## config.mk

```make
export PLATFORM = sky130hd
export DESIGN_NAME = keypad_entry_display
export DESIGN_NICKNAME = d
export VERILOG_FILES = /design/src/rtl/keypad_entry_display.sv
export SDC_FILE = /design/constraint.sdc
export NUM_CORES = 1
export LEC_CHECK = 0
export ABC_AREA = 1
export CORE_MARGIN = 2
export CORE_UTILIZATION = 25
export CTS_CLUSTER_DIAMETER = 40
export DETAILED_ROUTE_END_ITERATION = 16
export PLACE_DENSITY_LB_ADDON = 0.25
export REMOVE_ABC_BUFFERS = 1
export SETUP_SLACK_MARGIN = 0.05
export SYNTH_ARGS = -nofsm -noshare
export SYNTH_HDL_FRONTEND = slang
export SYNTH_SLANG_ARGS = --single-unit
```

## constraint.sdc

```tcl
create_clock -name clk -period 2.46 [get_ports clk]
set_input_delay 0.246 -clock clk [delete_from_list [all_inputs] [get_ports clk]]
set_output_delay 0.246 -clock clk [all_outputs]
set_load 0.05 [all_outputs]
```

## src/rtl/keypad_entry_display.sv

```systemverilog
// Keypad entry buffer (shift-in, clear, backspace) with multiplexed seven-segment scan.
// Optional macro KEYPAD_ENTRY_BLANK_LEADING_EN blanks digit positions that have not been entered.
`timescale 1ns/1ps

module keypad_entry_display #(
   parameter int unsigned NUM_DIGITS  = 2,
   parameter int unsigned CLK_FREQ    = 125_000_000,
   parameter int unsigned REFRESH_HZ  = 1000,
   parameter int unsigned WRAP        = 1,
   parameter int unsigned GHOST_BLANK = 4
) (
   input  logic                              clk,
   input  logic                              rst,
   input  logic                              key_valid,
   input  logic [3:0]                        key_code,
   input  logic                              clear,
   input  logic                              backspace,
   output logic [4*NUM_DIGITS-1:0]           digits,
   output logic [$clog2(NUM_DIGITS+1)-1:0]   count,
   output logic                              full,
   output logic                              overflow,
   output logic [6:0]                        seg,
   output logic [NUM_DIGITS-1:0]             dig_sel
);

   localparam int unsigned CW       = $clog2(NUM_DIGITS + 1);
   localparam int unsigned SW       = $clog2(NUM_DIGITS);
   localparam int unsigned TICK_DIV = CLK_FREQ / (REFRESH_HZ * NUM_DIGITS);
   localparam int unsigned PW       = (TICK_DIV > 1) ? $clog2(TICK_DIV) : 1;

   // Parameter sanity checks at elaboration
   if (NUM_DIGITS < 2 || NUM_DIGITS > 8) begin : g_bad_digits
      $error("keypad_entry_display: NUM_DIGITS must be 2..8");
   end
   if (TICK_DIV <= GHOST_BLANK) begin : g_bad_blank
      $error("keypad_entry_display: TICK_DIV must exceed GHOST_BLANK");
   end

   typedef enum logic {
      BLANK = 1'b0,
      SHOW  = 1'b1
   } state_t;

   logic [NUM_DIGITS-1:0][3:0] buf_q, buf_n;
   logic [CW-1:0]              count_q, count_n;
   logic                       full_q, full_n;
   logic                       ovf_q, ovf_n;
   logic [PW-1:0]              pre_q, pre_n;
   logic [SW-1:0]              slot_q, slot_n;
   state_t                     state_q, state_n;
   logic [6:0]                 seg_q, seg_n;
   logic [NUM_DIGITS-1:0]      sel_q, sel_n;
   logic                       tick;

   function automatic logic [6:0] hex7(input logic [3:0] v);
      logic [6:0] s;
      case (v)
         4'h0:    s = 7'b0111111;
         4'h1:    s = 7'b0000110;
         4'h2:    s = 7'b1011011;
         4'h3:    s = 7'b1001111;
         4'h4:    s = 7'b1100110;
         4'h5:    s = 7'b1101101;
         4'h6:    s = 7'b1111101;
         4'h7:    s = 7'b0000111;
         4'h8:    s = 7'b1111111;
         4'h9:    s = 7'b1101111;
         4'hA:    s = 7'b1110111;
         4'hB:    s = 7'b1111100;
         4'hC:    s = 7'b0111001;
         4'hD:    s = 7'b1011110;
         4'hE:    s = 7'b1111001;
         default: s = 7'b1110001;
      endcase
      return s;
   endfunction

   // State register for buffer, scan counters, slot FSM and display outputs
   always_ff @(posedge clk) begin
      if (rst) begin
         buf_q   <= '0;
         count_q <= '0;
         full_q  <= 1'b0;
         ovf_q   <= 1'b0;
         pre_q   <= '0;
         slot_q  <= '0;
         state_q <= BLANK;
         seg_q   <= '0;
         sel_q   <= NUM_DIGITS'(1);
      end else begin
         buf_q   <= buf_n;
         count_q <= count_n;
         full_q  <= full_n;
         ovf_q   <= ovf_n;
         pre_q   <= pre_n;
         slot_q  <= slot_n;
         state_q <= state_n;
         seg_q   <= seg_n;
         sel_q   <= sel_n;
      end
   end

   // Entry buffer: clear beats key, key beats backspace
   always_comb begin
      buf_n   = buf_q;
      count_n = count_q;
      ovf_n   = 1'b0;
      if (clear) begin
         buf_n   = '0;
         count_n = '0;
      end else if (key_valid) begin
         if (!full_q) begin
            buf_n   = {buf_q[NUM_DIGITS-2:0], key_code};
            count_n = count_q + CW'(1);
         end else begin
            ovf_n = 1'b1;
            if (WRAP != 0) begin
               buf_n = {buf_q[NUM_DIGITS-2:0], key_code};
            end
         end
      end else if (backspace && (count_q != '0)) begin
         buf_n   = {4'h0, buf_q[NUM_DIGITS-1:1]};
         count_n = count_q - CW'(1);
      end
      full_n = (count_n == CW'(NUM_DIGITS));
   end

   // Scan: prescaler, slot index, BLANK/SHOW FSM and registered seg/dig_sel
   always_comb begin
      tick    = (pre_q == PW'(TICK_DIV - 1));
      pre_n   = tick ? '0 : pre_q + PW'(1);
      slot_n  = slot_q;
      state_n = state_q;
      seg_n   = '0;
      sel_n   = sel_q;

      if (tick) begin
         slot_n = (slot_q == SW'(NUM_DIGITS - 1)) ? '0 : slot_q + SW'(1);
      end

      case (state_q)
         BLANK: if (32'(pre_n) >= GHOST_BLANK) state_n = SHOW;
         SHOW:  if (tick && (GHOST_BLANK != 0)) state_n = BLANK;
         default: state_n = BLANK;
      endcase

      sel_n = NUM_DIGITS'(1) << slot_n;

      // Decode from the registered buffer so a change lands on seg two cycles after the event
      if (state_n == SHOW) begin
         seg_n = hex7(buf_q[slot_n]);
`ifdef KEYPAD_ENTRY_BLANK_LEADING_EN
         if (32'(slot_n) >= 32'(count_q)) seg_n = '0;
`endif
      end
   end

   assign digits   = buf_q;
   assign count    = count_q;
   assign full     = full_q;
   assign overflow = ovf_q;
   assign seg      = seg_q;
   assign dig_sel  = sel_q;

endmodule

```

==> summary.md <==
| Metric | Value |
|---|---|
| Status | completed |
| Dpl cell area | roughly 0.0028 mm2 |
| P&R area growth vs syn | 25.73% |
| Syn Area/Cell | ~6.6 um2 |
| Die span in x | about 100 um |
| Worst Max-Slew Pin Slew | between 0.5 and 0.6 ns |
| Share of the synthesized area in the top cell type | 0.3279 |
| Crit Path Class | register to register |
| Clock root cell | clkbuf_8 |
| Mapped Cells | around 350 |
| Detailed-route via count | about 2200 |
| # Max-Cap Violations | 0 |
| Mapped Area | roughly 0.0023 mm2 |
| RSZ-0062 raised after global routing | false |
| Core Region | 0.009109 mm2 |
| Most frequent cells in the layout | 81 x nand2_1, 64 x nor2_1, 46 x inv_1, 38 x dfxtp_1, 29 x clkdlybuf4s50_1 |
| Number of remaining DRC errors | 0 |
| Vias in the first global route | 2082 |
| Global-route wire length before repair | between 9000 and 10000 um |
| Power per Cell Area | between 500 and 600 mW/mm2 |
| Max_slew headroom | 0.6584 |
| Slew Viols, Final | 0 |
| Final worst setup slack | 0.2554 ns |
| Detail Route Antenna Nets | 0 |
| Worst Skew | around 0.012 ns |
| Sequential share of the synthesized area | 0.3279 |
| Crit path required time | 2.64 ns |
| Final instance area | between 0.002 and 0.003 mm2 |
| TritonCTS Buffers | 5 |
| Wire length per cell | 11.39 um |
| Dpl hpwl | approximately 4500 um |
| Setup TNS | 0 ns |
| Leading cell type in the layout, fill and taps excluded | nand2_1 |
| Largest net degree at the start of global routing | 14 |
| Row Count | 35 |
| Crit Path Max Fanout | 7 |
| Die ar. | 0.01007 mm2 |
| H-tree Lvls | 2 |
| Initial DRC Count | 108 |
| Worst hold-check path type | register to register |
| Post-synth EDFFs | 0 |
| Post-synth top area cell | dfxtp_1 |
| Crit path capture type | register |
| Place WS | 0.1529 ns |
| Clock slew seen by the registers of the worst setup and hold paths | 0.09 ns |
| Worst EP arrival | about 2.4 ns |
| Setup-failing EPs final | 0 |
| IO buf count | 29 |
| Critical path startpoint category | register |
| Ys async rst share | 0 |
| FF+latch count, synth | 38 |
| FMAX | around 450 MHz |
| Worst-skew pair later-pin latency | about 0.30 ns |
| Ranking of synthesized cells by area | dfxtp_1 33%, nand2_1 13%, nor2_1 10% |
| Leak | 1.270 nW |
| YS warnings | 0 |
| Final period util | 0.8962 |
| Io pins | 30 |
| Tot GR Track Use | 0.1206 |
| Initial core utilization | 0.2547 |
| CTS tree | built |
| Layout cell share with drive strength beyond 1 | 0.1269 |
| Total grt overflow | 0 |
| Vias per cell | between 4 and 5 |
| Die H | roughly 100 um |
| Pre-antenna DRT Iters | 4 |
| Fin nets | slightly above 400 |
| Routability congestion estimate | 0.8300 |
| Yosys cell types | 34 |
| Peak VDD IR | between 200 and 300 uV |
| Post-CTS Hold Fix Bufs | 0 |
| Primary FF master, synth | dfxtp_1 |
| Crit path time final | about 2.2 ns |
| # diodes | 0 |
| Clock Path Buffers | 2 |
| Clk sinks | 38 |
| Initial antenna violation count | 0 |
| Final hold violations | 0 |
| Final wirelength | ~5700 um |
worst max-delay path: stages, from the launching register on:
cell      delay, ns
dfxtp_1        0.38
ha_2           0.24
inv_2          0.03
nor2_1         0.08
nand2_1        0.09
nor2_4         0.15
nand2_4        0.10
nand2_4        0.11
nand3_1        0.12
nand2_4        0.12
ha_1           0.23
nand3b_1       0.15
nand2_1        0.08
inv_1          0.04
a21oi_1        0.11
nor2_1         0.05
path summary, 6_finish.rpt:
kind | cells after the start | startpoint | slack [ns] | end
worst min-delay path | 2 | digits[7] | 0.49 | digits[7]
worst max-delay path | 15 | pre_q[0] | 0.26 | seg[1]
worst min register to register | 2 | digits[7] | 0.49 | digits[7]
worst max register to register | 15 | pre_q[0] | 0.26 | seg[1]
cell families after synthesis:
| kind of cell | synth area share |
|---|---|
| fa+ha+maj | 0.04854 |
| simple gates | 0.4380 |
| xor+xnor | 0.01133 |
| buf+inv | 0.09655 |
| compound gates | 0.07768 |
| flops | 0.3279 |
stage by stage:
stage / instances / power (mW) / util / hold slack (ns)
5_1_grt: 497 / 1.599 / 0.3202 / 0.5169
2_1_floorplan: 344 / 0.8088 / - / 0.3173
3_5_place_dp: 489 / 0.8898 / 0.3026 / 0.4773
3_3_place_gp: 489 / 0.8900 / 0.3026 / 0.4678
6_report: 497 / 1.533 / 0.3202 / 0.4880
4_1_cts: 497 / 1.552 / 0.3177 / 0.4916
metal layers:
layer  wire, um  global-route usage
met2       2650              0.2060
met5          0                   0
met1       2762              0.1527
met3        175             0.02507
met4         72             0.03583
sequential cells by signal (all words and copies together) (netlist names):
register,count
count,2
dig_sel,1
digits,8
full,1
overflow,1
pre_q,16
seg,7
slot_q,1
state_q,1
power by group:
group          total, mW  switching, mW  internal (mW)  leakage [nW]
logic              0.225          0.144         0.0811         0.893
registers          0.650         0.0128          0.638         0.308
clock network      0.658          0.251          0.407        0.0683
total               1.53          0.408           1.13          1.27
cell type report:
type | instances | area [um2]
Tap cell | 111 | 138.9
Timing Repair Buffer | 34 | 327.8
Inverter | 51 | 193.9
Fill cell | 1026 | 6192
Clock inverter | 3 | 68.82
Multi-Input combinational cell | 255 | 1358
Clock buffer | 5 | 68.82
Sequential cell | 38 | 760.7
timing repair:
item | in CTS | in global routing
buffers inserted | 0 | 0
gates resized for setup | 0 | 5
endpoints found under the setup margin | 0 | 6
endpoints found under the hold margin | 0 | 0
cells in the mapped netlist, types with 3 or more instances:
| cell | number |
|---|---|
| nand3_1 | 27 |
| ha_1 | 9 |
| nor2_2 | 4 |
| nor2_1 | 64 |
| nor3_1 | 4 |
| dfxtp_1 | 38 |
| a21oi_1 | 15 |
| nor2_4 | 4 |
| nand2_2 | 6 |
| nand3_2 | 6 |
| o21ai_0 | 10 |
| nand2_4 | 5 |
| inv_2 | 4 |
| inv_1 | 46 |
| nand2_1 | 82 |
| xor2_1 | 3 |
(Power assumes the default switching activity.)
